==> src/rtl/sprite_broadcaster_if.sv <==
// rtl/sprite_broadcaster_if.sv - descriptor RAM, texture RAM and broadcast bus signals
interface sprite_broadcaster_if #(
   parameter int DESC_AW = 4
);
   logic               i_start;
   logic [DESC_AW:0]   i_sprite_count;
   logic               o_desc_rd;
   logic [DESC_AW-1:0] o_desc_addr;
   logic [24:0]        i_desc_data;
   logic               o_tex_rd;
   logic [11:0]        o_tex_addr;
   logic [127:0]       i_tex_data;
   logic               o_ena;
   logic [127:0]       o_texture_data;
   logic [4:0]         o_start_x;
   logic [7:0]         o_position_z;
   logic [3:0]         o_row;
   logic               o_busy;
   logic               o_done;

   modport master (
      input  i_start, i_sprite_count, i_desc_data, i_tex_data,
      output o_desc_rd, o_desc_addr, o_tex_rd, o_tex_addr,
      output o_ena, o_texture_data, o_start_x, o_position_z, o_row, o_busy, o_done
   );

   modport slave (
      output i_start, i_sprite_count, i_desc_data, i_tex_data,
      input  o_desc_rd, o_desc_addr, o_tex_rd, o_tex_addr,
      input  o_ena, o_texture_data, o_start_x, o_position_z, o_row, o_busy, o_done
   );
endinterface

==> src/rtl/sprite_broadcaster.sv <==
// rtl/sprite_broadcaster.sv - walks the sprite list and broadcasts texture rows
module sprite_broadcaster #(
   parameter int NUM_ROWS = 16,
   parameter int DESC_AW  = 4
) (
   input logic                  clk,
   input logic                  reset,
   sprite_broadcaster_if.master bus
);
   typedef enum logic [2:0] {IDLE, DESC_RD, DESC_LAT, ROW_RD, ROW_EMIT, DONE} state_t;

   localparam logic [DESC_AW:0] MAX_SPRITES = (DESC_AW+1)'(2**DESC_AW);
   localparam logic [DESC_AW:0] ONE         = (DESC_AW+1)'(1);
   localparam logic [5:0]       ROW_LIMIT   = 6'(NUM_ROWS);

   state_t           state, next_state;
   logic [DESC_AW:0] idx, count, count_sat;
   logic [3:0]       r, y;
   logic [7:0]       z, base;
   logic [4:0]       x;
   logic [4:0]       row_sum;
   logic             row_visible, more_sprites;

   assign count_sat    = (bus.i_sprite_count > MAX_SPRITES) ? MAX_SPRITES : bus.i_sprite_count;
   assign row_sum      = {1'b0, y} + {1'b0, r};
   // Tall sprites are clipped rather than wrapped into row 0.
   assign row_visible  = ({1'b0, row_sum} < ROW_LIMIT);
   assign more_sprites = ((idx + ONE) < count);

   assign bus.o_desc_rd   = (state == DESC_RD);
   assign bus.o_desc_addr = idx[DESC_AW-1:0];
   assign bus.o_tex_rd    = (state == ROW_RD);
   assign bus.o_tex_addr  = {base, r};

   always_comb begin
      next_state = state;
      case (state)
         IDLE:     if (bus.i_start) next_state = (count_sat == '0) ? DONE : DESC_RD;
         DESC_RD:  next_state = DESC_LAT;
         DESC_LAT: next_state = ROW_RD;
         ROW_RD:   next_state = ROW_EMIT;
         ROW_EMIT: begin
            if (r != 4'hF)        next_state = ROW_RD;
            else if (more_sprites) next_state = DESC_RD;
            else                   next_state = DONE;
         end
         DONE:     next_state = IDLE;
         default:  next_state = IDLE;
      endcase
   end

   always_ff @(posedge clk) begin
      if (reset) begin
         state              <= IDLE;
         idx                <= '0;
         count              <= '0;
         r                  <= '0;
         y                  <= '0;
         z                  <= '0;
         x                  <= '0;
         base               <= '0;
         bus.o_ena          <= 1'b0;
         bus.o_texture_data <= '0;
         bus.o_start_x      <= '0;
         bus.o_position_z   <= '0;
         bus.o_row          <= '0;
         bus.o_busy         <= 1'b0;
         bus.o_done         <= 1'b0;
      end else begin
         state      <= next_state;
         bus.o_ena  <= 1'b0;
         bus.o_done <= (next_state == DONE);
         bus.o_busy <= (next_state != IDLE);
         case (state)
            IDLE: begin
               if (bus.i_start) begin
                  idx   <= '0;
                  count <= count_sat;
               end
            end
            DESC_LAT: begin
               z    <= bus.i_desc_data[24:17];
               x    <= bus.i_desc_data[16:12];
               y    <= bus.i_desc_data[11:8];
               base <= bus.i_desc_data[7:0];
               r    <= '0;
            end
            ROW_EMIT: begin
               // Bus data only moves on a visible row so it holds whenever o_ena is low.
               if (row_visible) begin
                  bus.o_ena          <= 1'b1;
                  bus.o_texture_data <= bus.i_tex_data;
                  bus.o_start_x      <= x;
                  bus.o_position_z   <= z;
                  bus.o_row          <= row_sum[3:0];
               end
               if (r != 4'hF)         r   <= r + 4'd1;
               else if (more_sprites) idx <= idx + ONE;
            end
            default: ;
         endcase
      end
   end
endmodule

==> src/flat_wrapper.sv <==
// flat-port wrapper written by rule: the top's interface ports become plain ports
module sprite_broadcaster_flat 
#(
   parameter int NUM_ROWS = 16,
   parameter int DESC_AW  = 4
)
  (clk, reset, bus_i_start, bus_i_sprite_count, bus_i_desc_data, bus_i_tex_data, bus_o_desc_rd, bus_o_desc_addr, bus_o_tex_rd, bus_o_tex_addr, bus_o_ena, bus_o_texture_data, bus_o_start_x, bus_o_position_z, bus_o_row, bus_o_busy, bus_o_done);
  sprite_broadcaster_if #(.DESC_AW(DESC_AW)) bus_i ();
  input logic clk;
  input logic reset;
  input wire logic [$bits(bus_i.i_start)-1:0] bus_i_start;
  input wire logic [$bits(bus_i.i_sprite_count)-1:0] bus_i_sprite_count;
  input wire logic [$bits(bus_i.i_desc_data)-1:0] bus_i_desc_data;
  input wire logic [$bits(bus_i.i_tex_data)-1:0] bus_i_tex_data;
  output wire logic [$bits(bus_i.o_desc_rd)-1:0] bus_o_desc_rd;
  output wire logic [$bits(bus_i.o_desc_addr)-1:0] bus_o_desc_addr;
  output wire logic [$bits(bus_i.o_tex_rd)-1:0] bus_o_tex_rd;
  output wire logic [$bits(bus_i.o_tex_addr)-1:0] bus_o_tex_addr;
  output wire logic [$bits(bus_i.o_ena)-1:0] bus_o_ena;
  output wire logic [$bits(bus_i.o_texture_data)-1:0] bus_o_texture_data;
  output wire logic [$bits(bus_i.o_start_x)-1:0] bus_o_start_x;
  output wire logic [$bits(bus_i.o_position_z)-1:0] bus_o_position_z;
  output wire logic [$bits(bus_i.o_row)-1:0] bus_o_row;
  output wire logic [$bits(bus_i.o_busy)-1:0] bus_o_busy;
  output wire logic [$bits(bus_i.o_done)-1:0] bus_o_done;
  assign bus_i.i_start = bus_i_start;
  assign bus_i.i_sprite_count = bus_i_sprite_count;
  assign bus_i.i_desc_data = bus_i_desc_data;
  assign bus_i.i_tex_data = bus_i_tex_data;
  assign bus_o_desc_rd = bus_i.o_desc_rd;
  assign bus_o_desc_addr = bus_i.o_desc_addr;
  assign bus_o_tex_rd = bus_i.o_tex_rd;
  assign bus_o_tex_addr = bus_i.o_tex_addr;
  assign bus_o_ena = bus_i.o_ena;
  assign bus_o_texture_data = bus_i.o_texture_data;
  assign bus_o_start_x = bus_i.o_start_x;
  assign bus_o_position_z = bus_i.o_position_z;
  assign bus_o_row = bus_i.o_row;
  assign bus_o_busy = bus_i.o_busy;
  assign bus_o_done = bus_i.o_done;
  sprite_broadcaster #(.NUM_ROWS(NUM_ROWS), .DESC_AW(DESC_AW)) u_core (.clk(clk), .reset(reset), .bus(bus_i));
endmodule
==> config.mk <==
export PLATFORM = sky130hd
export DESIGN_NAME = sprite_broadcaster_flat
export DESIGN_NICKNAME = d
export VERILOG_FILES = /design/src/rtl/sprite_broadcaster_if.sv /design/src/rtl/sprite_broadcaster.sv /design/src/flat_wrapper.sv
export SDC_FILE = /design/constraint.sdc
export NUM_CORES = 1
export LEC_CHECK = 0
export ABC_AREA = 0
export CORE_UTILIZATION = 38
export CTS_CLUSTER_SIZE = 28
export DETAILED_ROUTE_END_ITERATION = 8
export PLACE_DENSITY = 0.76
export SETUP_SLACK_MARGIN = 0.05
export SLEW_MARGIN = 25
export SYNTH_ARGS = -nofsm -noshare
export SYNTH_HDL_FRONTEND = slang
export SYNTH_SLANG_ARGS = --single-unit
==> constraint.sdc <==
create_clock -name clk -period 2.28 [get_ports clk]
set_clock_uncertainty 0.05 [all_clocks]
set_input_delay 0.57 -clock clk [delete_from_list [all_inputs] [get_ports clk]]
set_output_delay 0.57 -clock clk [all_outputs]
set_load 0.1 [all_outputs]
==> impl_metrics.py <==
metrics = {
    "status": {
        "status": "completed",
    },
    "setup_path": {
        "worst_r2r_path_depth": 8,
        "r2r_start": "u_core.idx[0]",
        "max_stage_delay_ps": 360,
        "crit_required_ps": 2550,
        "cp_max_fo": 5,
        "reg2reg_to": "u_core.idx[2]",
        "cp_cell_sequence": "ha_4 > nand3_2 > xnor2_2 > ha_1 > a21oi_2 > inv_1 > o31a_1 > a221o_1",
        "critPathSlowestCell": "dfxtp_2",
        "start_kind": "flip-flop",
        "rrSetupSlack_ps": 90,
        "endpoint_kind": "flip-flop",
        "path_class": "reg2reg",
        "arrival_ps": 2460,
    },
    "global_route": {
        "grt_pass1_wl_mm": 37.1,
        "antenna_found_initial": 0,
        "grt_usage_pct": 23.1,
        "grt_pass1_vias": 7193,
        "grt_overflow": 0,
        "grt_max_degree": 149,
    },
    "worst_hold_path": {
        "worst_hold_path.endpoint": "u_core.r[1]",
        "min_path_type": "in2reg",
        "worstHoldPathCells": 2,
        "worstHoldStart": "reset",
    },
    "synth": {
        "synth_edf_count": 0,
        "yosysSeqAreaShare_pct": 50.9,
        "ys.flop_type": "dfxtp_1",
        "syn_inst": 910,
        "syn-cell-area_sq_um": 7470,
        "yosysTopAreaCellShare_pct": 50.9,
        "ys_top_cells_by_area": "dfxtp_1 (51%), a21oi_1 (12%), nand3_1 (10%)",
        "synth_area_leader_cell": "dfxtp_1",
        "async_flop_share_pct": 0,
        "yosysWarnings": 0,
        "ys_types": 49,
        "ys_ff_latch": 190,
        "avgSynthCellArea_sq_um": 8.21,
        "syn_nets": 1082,
    },
    "die": {
        "dieArea_sq_um": 20200,
        "num_rows": 50,
        "coreArea_sq_um": 19000,
        "die_y_um": 142,
        "io_pins": 327,
        "die_x_um": 142,
        "start_util_pct": 39.4,
    },
    "placement": {
        "place.gp.congestion": 0.810,
        "dpl_cell_area_sq_um": 10700,
        "dp_slack_ps": 21.5,
        "dpl.hpwl_mm": 15.8,
        "io_buffers": 326,
    },
    "power_and_ir_drop": {
        "p_per_area_nw_per_um2": 681,
        "power_w": 0.00776,
        "p_leak_nw": 4.28,
        "ir_drop_uv": 497,
    },
    "cts": {
        "cts_tree": "done",
        "numCtsBuffers": 17,
        "h-tree-depth": 4,
        "clock-root-buffer": "clkbuf_16",
        "clk_pin_slew_worst_paths_ps": 70,
        "clockBufferDepth": 2,
        "clock_latency_ps": 420,
        "cts_sinks": 190,
    },
    "final_layout": {
        "final_nets": 1357,
        "utilization_pct": 60.1,
        "multi_input_area_sq_um": 3320,
        "fill_cells": 1655,
        "diodes": 0,
        "finish.instance_area_sq_um": 11400,
        "syn_to_final_growth_pct": 52.6,
        "drive_above_1_share_pct": 20.9,
        "regArea_sq_um": 3820,
    },
    "sta": {
        "rsz0062_at_grt": "true",
        "finalMaxSlewViolations": 0,
        "finalCriticalPeriod_ps": 2190,
        "setup_tns_ps": 0,
        "setup_viol": 0,
        "max_slew_margin_pct": 55.6,
        "max_clock_freq_mhz": 456,
        "worst_pin_slew_ps": 667,
        "setup_ws_ps": 85.9,
        "period_share_pct": 96.2,
        "hold_violations": 0,
    },
    "drt": {
        "vias": 7714,
        "vias_per_cell": 5.30,
        "wl_per_cell_um": 16.4,
        "drt_wl_total_mm": 23.8,
        "drc": 0,
        "final_antenna_net_count": 0,
        "dr.pass1.iters": 5,
        "drt_iter0_markers": 497,
    },
    "job": {
        "drv_cap": 0,
    },
}
==> state kept, by name, indices dropped and copies added (netlist names), 3 cells and up <==
register,cells
u_core.bus.o_position_z,8
u_core.idx,5
u_core.y,4
u_core.bus.o_row,4
u_core.base,8
u_core.bus.o_texture_data,128
u_core.x,5
u_core.state,3
u_core.bus.o_start_x,5
u_core.r,4
u_core.z,8
u_core.count,5
==> how the worst max path moves through the flow <==
stage                     cells past startpoint                              to          start
after floorplan                              10   u_core.bus.o_texture_data[65]    u_core.r[0]
after global placement                        8                   u_core.idx[2]  u_core.idx[0]
after detailed placement                      8                   u_core.idx[2]  u_core.idx[0]
after CTS                                     8                   u_core.idx[2]  u_core.idx[0]
after global routing                          8  u_core.bus.o_texture_data[106]    u_core.y[0]
final                                         8                   u_core.idx[2]  u_core.idx[0]
==> cell families after synthesis <==
| family | count (synthesis) | share of synthesized area, % |
|---|---|---|
| AO/OA/AOI/OAI | 349 | 24.2 |
| buffers and inverters | 106 | 5.90 |
| adder cells (fa/ha/maj) | 11 | 1.94 |
| XOR/XNOR | 6 | 0.704 |
| flip-flops | 190 | 50.9 |
| multiplexers | 2 | 0.285 |
| AND/OR/NAND/NOR | 246 | 16.0 |
==> layer usage <==
layer	GRT usage, %	vias up	part of all wire (%)
met5	0	-	0
met1	28.4	3586	41
met3	6.80	52	9.1
met4	9.68	0	2.9
met2	37.5	308	47
li1	-	3768	-
==> critical path: cells and delay by family (launching register included) <==
family | cells | cell delay (ps)
simple gates | 1 | 110
compound gates | 3 | 870
xor+xnor | 1 | 160
flops | 1 | 360
buf+inv | 1 | 70
fa+ha+maj | 2 | 460
==> cell usage after synthesis, drive strengths merged (2+ instances only) <==
cell type	n
a21o	3
inv	10
xor2	2
nor2	8
xnor2	4
nand2b	3
a22o	3
o21ai	147
nor4b	2
ha	10
nor3	5
nor2b	4
a21oi	182
clkbuf	64
a31oi	2
nand3	154
dfxtp	190
nand2	60
buf	32
==> power breakdown <==
| part | switching, W | internal, W | total [W] |
|---|---|---|---|
| sequential | 0.0000368 | 0.00338 | 0.00342 |
| clock | 0.00131 | 0.00206 | 0.00336 |
| combinational | 0.000577 | 0.000402 | 0.000979 |
==> cells in the final DEF (no fill, tap or decap), drive strengths merged, types with 2 or more instances in the layout <==
master	instances
xor2	2
nor4b	2
a21oi	182
nor2b	4
dfxtp	190
inv	14
a21o	3
nand2	60
clkbuf	17
nand3	154
nand2b	3
clkinvlp	2
ha	10
buf	193
a31oi	2
bufinv	6
a22o	3
clkdlybuf4s50	159
xnor2	4
o21ai	147
nor2	8
nor3	5
==> stage by stage <==
step,hold slack [ps],cells
after global routing,324,1456
final,342,1456
after floorplan,382,910
after detailed placement,397,1425
after global placement,393,1425
after CTS,318,1455
==> layout make-up <==
type | count | share of cell area (%)
multi-input cells | 614 | 29.1
well taps | 260 | 2.85
clock buffers | 17 | 3.73
inverters | 10 | 0.329
clock inverters | 13 | 2.06
flip-flops and latches | 190 | 33.5
repair buffers | 352 | 28.4
==> what timing repair did <==
action | in CTS | in global routing
resized for setup | 7 | 5
setup buffers | 0 | 1
cloned | 0 | 0
endpoints found under the setup margin | 3 | 111
hold buffers | 0 | 0
pin swaps | 1 | 3
Note: power is estimated with default switching activity, not from simulation.
